### src/rtl/reg_load_ctrl.sv
// Write-side initiator for a Register_32 bank: buffers {dest,data} requests in a 2-entry FIFO, issues one-hot single-cycle load strobes.
// Latency: accept at edge N -> load_o in cycle N+1; backpressure via registered req_ready (=!full). Optional readback check under `LOAD_VERIFY_EN`.
// Throughput is 1 write/cycle by default, 1 write/2 cycles with LOAD_VERIFY_EN.
module reg_load_ctrl #(
  parameter int NUM_REGS   = 8,
  parameter int ADDR_W     = 3,
  parameter int R0_PROTECT = 1
) (
  input  logic                clk,
  input  logic                reset,
  input  logic                req_valid,
  output logic                req_ready,
  input  logic [ADDR_W-1:0]   req_dest,
  input  logic [31:0]         req_data,
  output logic [31:0]         din_o,
  output logic [NUM_REGS-1:0] load_o,
  output logic                busy_o,
  output logic                err_o,
  output logic [ADDR_W-1:0]   rd_sel_o,
  input  logic [31:0]         rd_data_i
);

  localparam logic [ADDR_W:0]     NUM_REGS_W = (ADDR_W+1)'(NUM_REGS);
  localparam logic [NUM_REGS-1:0] LOAD_ONE   = NUM_REGS'(1);

  typedef enum logic [1:0] {
    S_IDLE   = 2'd0,
    S_LOAD   = 2'd1,
    S_VERIFY = 2'd2
  } state_t;

  state_t                  state_q, state_d;
  logic [1:0]              cnt_q, cnt_d;
  logic                    wr_ptr_q, wr_ptr_d;
  logic                    rd_ptr_q, rd_ptr_d;
  logic [1:0][ADDR_W-1:0]  fifo_dest_q, fifo_dest_d;
  logic [1:0][31:0]        fifo_data_q, fifo_data_d;
  logic                    ready_q, ready_d;
  logic [NUM_REGS-1:0]     load_q, load_d;
  logic [31:0]             din_q, din_d;
  logic                    err_q, err_d;
  logic                    busy_q, busy_d;

  logic                    push, pop, can_pop;
  logic [ADDR_W-1:0]       hd_dest;
  logic [31:0]             hd_data;
  logic                    hd_in_range, hd_r0, hd_real;

  assign hd_dest     = fifo_dest_q[rd_ptr_q];
  assign hd_data     = fifo_data_q[rd_ptr_q];
  assign hd_in_range = ({1'b0, hd_dest} < NUM_REGS_W);
  assign hd_r0       = (R0_PROTECT != 0) && (hd_dest == '0);
  assign hd_real     = hd_in_range && !hd_r0;

  // ready_q reflects the count after the previous edge, so a full FIFO never
  // accepts even when it is popped on the same edge.
  assign push = req_valid && ready_q;
  assign pop  = can_pop && (cnt_q != 2'd0);

`ifdef LOAD_VERIFY_EN
  logic              wr_real_q, wr_real_d;
  logic [ADDR_W-1:0] rd_sel_q, rd_sel_d;

  // A real write must be read back before the next pop; discarded ones need not.
  assign can_pop = (state_q == S_IDLE) || (state_q == S_VERIFY) ||
                   ((state_q == S_LOAD) && !wr_real_q);
`else
  logic unused_rd;

  assign unused_rd = ^rd_data_i;
  assign can_pop   = 1'b1;
`endif

  always_comb begin
    state_d = S_IDLE;
    load_d  = '0;
    err_d   = 1'b0;
    din_d   = din_q;
`ifdef LOAD_VERIFY_EN
    wr_real_d = wr_real_q;
    rd_sel_d  = rd_sel_q;
    if (state_q == S_LOAD && wr_real_q) begin
      state_d = S_VERIFY;
    end
    if (state_q == S_VERIFY) begin
      err_d = (rd_data_i != din_q);
    end
`endif
    if (pop) begin
      state_d = S_LOAD;
      din_d   = hd_data;
      err_d   = err_d | !hd_in_range;
      if (hd_real) begin
        load_d = LOAD_ONE << hd_dest;
      end
`ifdef LOAD_VERIFY_EN
      wr_real_d = hd_real;
      if (hd_real) begin
        rd_sel_d = hd_dest;
      end
`endif
    end
  end

  always_comb begin
    fifo_dest_d = fifo_dest_q;
    fifo_data_d = fifo_data_q;
    wr_ptr_d    = wr_ptr_q;
    rd_ptr_d    = rd_ptr_q;
    if (push) begin
      fifo_dest_d[wr_ptr_q] = req_dest;
      fifo_data_d[wr_ptr_q] = req_data;
      wr_ptr_d              = ~wr_ptr_q;
    end
    if (pop) begin
      rd_ptr_d = ~rd_ptr_q;
    end
    cnt_d   = cnt_q + 2'(push) - 2'(pop);
    ready_d = (cnt_d != 2'd2);
    busy_d  = (cnt_d != 2'd0) || (state_d != S_IDLE);
  end

  always_ff @(posedge clk or negedge reset) begin
    if (!reset) begin
      state_q     <= S_IDLE;
      cnt_q       <= 2'd0;
      wr_ptr_q    <= 1'b0;
      rd_ptr_q    <= 1'b0;
      fifo_dest_q <= '0;
      fifo_data_q <= '0;
      ready_q     <= 1'b0;
      load_q      <= '0;
      din_q       <= '0;
      err_q       <= 1'b0;
      busy_q      <= 1'b0;
    end else begin
      state_q     <= state_d;
      cnt_q       <= cnt_d;
      wr_ptr_q    <= wr_ptr_d;
      rd_ptr_q    <= rd_ptr_d;
      fifo_dest_q <= fifo_dest_d;
      fifo_data_q <= fifo_data_d;
      ready_q     <= ready_d;
      load_q      <= load_d;
      din_q       <= din_d;
      err_q       <= err_d;
      busy_q      <= busy_d;
    end
  end

`ifdef LOAD_VERIFY_EN
  always_ff @(posedge clk or negedge reset) begin
    if (!reset) begin
      wr_real_q <= 1'b0;
      rd_sel_q  <= '0;
    end else begin
      wr_real_q <= wr_real_d;
      rd_sel_q  <= rd_sel_d;
    end
  end

  assign rd_sel_o = rd_sel_q;
`else
  assign rd_sel_o = '0;
`endif

  assign req_ready = ready_q;
  assign load_o    = load_q;
  assign din_o     = din_q;
  assign err_o     = err_q;
  assign busy_o    = busy_q;

endmodule
### config.mk
export PLATFORM = sky130hd
export DESIGN_NAME = reg_load_ctrl
export DESIGN_NICKNAME = d
export VERILOG_FILES = /design/src/rtl/reg_load_ctrl.sv
export SDC_FILE = /design/constraint.sdc
export NUM_CORES = 1
export LEC_CHECK = 0
export CORE_AREA = 8 8 147 149
export DETAILED_ROUTE_END_ITERATION = 10
export DIE_AREA = 0 0 155 157
export SLEW_MARGIN = 20
export SYNTH_ARGS = -nofsm -noshare
export SYNTH_HDL_FRONTEND = slang
export SYNTH_SLANG_ARGS = --single-unit
### constraint.sdc
create_clock -name clk -period 2.35 [get_ports clk]
set_input_delay 0.705 -clock clk [delete_from_list [all_inputs] [get_ports clk]]
set_output_delay 0.705 -clock clk [all_outputs]
set_load 0.01 [all_outputs]
==> run metrics <==
Buf+Inv Stages, Crit Path=1; total power after layout=10.3 mW; most used standard cell by instance count after synthesis=sky130_fd_sc_hd__dfrtp_1; total inserted antenna cells=0; drt total wl=10700 µm; RSZ-0062 raised after global routing=false; top fanout value on the critical path=3; setup-violating endpoint count in the final report=0; CTS buffer count=17; Worst Skew=0.00685 ns; multi-input combinational cell area=0.00174 mm²; H-tree depth=4; post-route antenna net violation count=0; routed length per placed instance=15.0 µm; area growth from synthesis to layout=38.4%; area share of the largest cell type after synthesis=0.605; run status=finished clean; Distinct cells, synth=27; total via count after detailed routing=2897; number of placement rows=51; global routing usage summed across all routing layers=0.0937; total of warnings raised by yosys=0; Final HPWL DP=7170 µm; final sum of negative setup slack=0 ns; net total in the final layout=503; main area contributors after synthesis=sky130_fd_sc_hd__dfrtp_1, sky130_fd_sc_hd__mux2_2, sky130_fd_sc_hd__mux2_4, sky130_fd_sc_hd__mux2i_1, sky130_fd_sc_hd__a21oi_1; highest cell delay on the worst timing path=0.58 ns; number of buffer cells added on primary ports=78; Final Hold Vio Count=0; Async S/R FF share, synth=1.00; Cell Area, Synth=0.00476 mm²; critical path capture point type=primary output; Cell Pwr Density=1570 mW/mm²; library cell used as clock root buffer=sky130_fd_sc_hd__clkbuf_16; CTS tree=done; Max Clock Freq=0.476 GHz; slew at the pin closest to its max-slew limit=0.509 ns; post-CTS clock slew at the launch and capture registers of the worst setup and hold paths=0.06 ns; global-route wire length before repair=17500 µm; number of global-route vias before repair=3321; fraction of layout instances using a drive strength above 1=0.267; Pre-antenna DRT Iters=4; fin crit share=0.894; vias per cell=4.08; number of top-level pins=116; top post-synthesis cells by count=sky130_fd_sc_hd__dfrtp_1, sky130_fd_sc_hd__mux2_2, sky130_fd_sc_hd__nor2_1, sky130_fd_sc_hd__mux2i_1, sky130_fd_sc_hd__a21oi_1; number of gates resized after cts=0; cell with the biggest individual delay on the critical path=sky130_fd_sc_hd__clkdlybuf4s50_1; worst max-slew margin expressed relative to the limit=0.660; Core ar.=0.0192 mm²; Period minus WS final=2.10 ns; Arr. time, crit path=1.40 ns; quantity of hold-fixing buffers added after cts=0; leakage power figure=2.93 nW; worst vdd ir=0.000552 V; antenna violations before repair=0; cell breakdown of the critical path=clkdlybuf4s50_1; average footprint of a synthesized cell=13.8 µm²; Slew Viols, Final=0; global route total overflow=0; horizontal extent of the die=155 µm; Sequential cell area=0.00288 mm²; clock sink total=115; max-cap violation count=0; postcts setup bufs=0; CP startpoint kind=flop; largest net degree at the start of global routing=45; worst setup path class=reg2out; cell taking the most area after synthesis=sky130_fd_sc_hd__dfrtp_1; number of flops mapped to enable cells by yosys=0; proportion of synthesized chip area in sequential cells=0.605; number of remaining DRC errors=0; Top delay family on crit path=buffers and inverters; Die ar.=0.0243 mm²; die boundary height=157 µm; Syn Inst Count=344; final weighted congestion in routability-driven placement=0.684; fillers=1888; clk buf depth=2; clock latency at the later pin of the worst-skew pair=0.41 ns; initial detailed-routing violation count=73; flip-flop and latch count after synthesis=115; most frequently used flop master after synthesis=sky130_fd_sc_hd__dfrtp_1; starting density of the core=0.248; Min-Delay Path Class=in2async; required time reported for the critical path endpoint=1.64 ns
[per-stage QoR]
step	cell area, µm²	cells	setup WS (ns)	hold WS (ns)	util
floorplan	4770	348	0.662	0.409	-
global placement	5900	678	0.0624	0.483	0.307
detailed placement	5900	678	0.0742	0.492	0.307
CTS	6580	710	0.204	0.256	0.343
global route	6580	710	0.169	0.274	0.343
finish	6580	710	0.248	0.252	0.343
[flip-flops by register name (all words and copies together) (netlist names)]
name / cells
din_o: 32
fifo_dest_q: 6
req_ready: 1
rd_ptr_q: 1
load_o: 7
wr_ptr_q: 1
busy_o: 1
fifo_data_q: 64
cnt_q: 2
[final timing paths]
path | from | to | slack (ns) | cells after the start
min | reset | din_o[9] | 0.25 | 1
max | req_ready | req_ready | 0.25 | 1
max reg2reg | cnt_q[0] | req_ready | 0.83 | 5
min in group clk | fifo_dest_q[2] | fifo_dest_q[2] | 0.50 | 1
max in group asynchronous | reset | fifo_data_q[29] | 1.49 | 2
min reg2reg | fifo_dest_q[2] | fifo_dest_q[2] | 0.50 | 1
[layout by cell type (no fill, tap or decap), types with 2 or more instances in the layout]
cell                              synthesis  layout
sky130_fd_sc_hd__xnor2_1                  2       2
sky130_fd_sc_hd__dfrtp_1                115     114
sky130_fd_sc_hd__mux2_4                  29      29
sky130_fd_sc_hd__clkbuf_1                 6       2
sky130_fd_sc_hd__bufinv_16                0       6
sky130_fd_sc_hd__nand2_1                  4       4
sky130_fd_sc_hd__clkinv_2                 0       2
sky130_fd_sc_hd__a21oi_1                 33      33
sky130_fd_sc_hd__nand2b_1                 2       2
sky130_fd_sc_hd__clkdlybuf4s50_1          0      77
sky130_fd_sc_hd__buf_12                   0       6
sky130_fd_sc_hd__clkbuf_8                 0       4
sky130_fd_sc_hd__mux2_2                  42      42
sky130_fd_sc_hd__buf_4                    5       7
sky130_fd_sc_hd__clkbuf_16                0      17
sky130_fd_sc_hd__conb_1                   1       5
sky130_fd_sc_hd__inv_1                    2       2
sky130_fd_sc_hd__or2_2                    1       2
sky130_fd_sc_hd__mux2i_1                 34      34
sky130_fd_sc_hd__nor2b_1                  2       2
sky130_fd_sc_hd__nor2_1                  42      42
[kinds of logic after synthesis]
group / share of synthesized area
AOI/OAI and AO/OA: 0.0400
xor gates and xnor gates: 0.00552
adders and majority gates: 0.00263
buffers and inverters: 0.0342
DFF: 0.605
muxes: 0.262
other: 0.000788
and+or+nand+nor: 0.0494
[report_power, final]
| group | switching (mW) | internal, mW |
|---|---|---|
| clock network | 0.889 | 2.10 |
| registers | 0.557 | 3.02 |
| logic | 1.62 | 2.14 |
| total | 3.06 | 7.26 |
[metal layers]
metal	track usage	wire length [µm]	up-vias
met2	0.156	5190	68
met5	0	0	-
met4	0.0401	115	0
met3	0.0384	679	12
li1	-	-	1357
met1	0.104	4670	1460
[layout make-up]
class                   instances  area share
clock inverters                 9      0.0300
clock buffers                  23      0.0741
well taps                     265      0.0504
repair buffers                 90       0.143
flip-flops and latches        115       0.437
multi-input cells             206       0.264
inverters                       2     0.00114
Power figures use the tool's default switching activity.
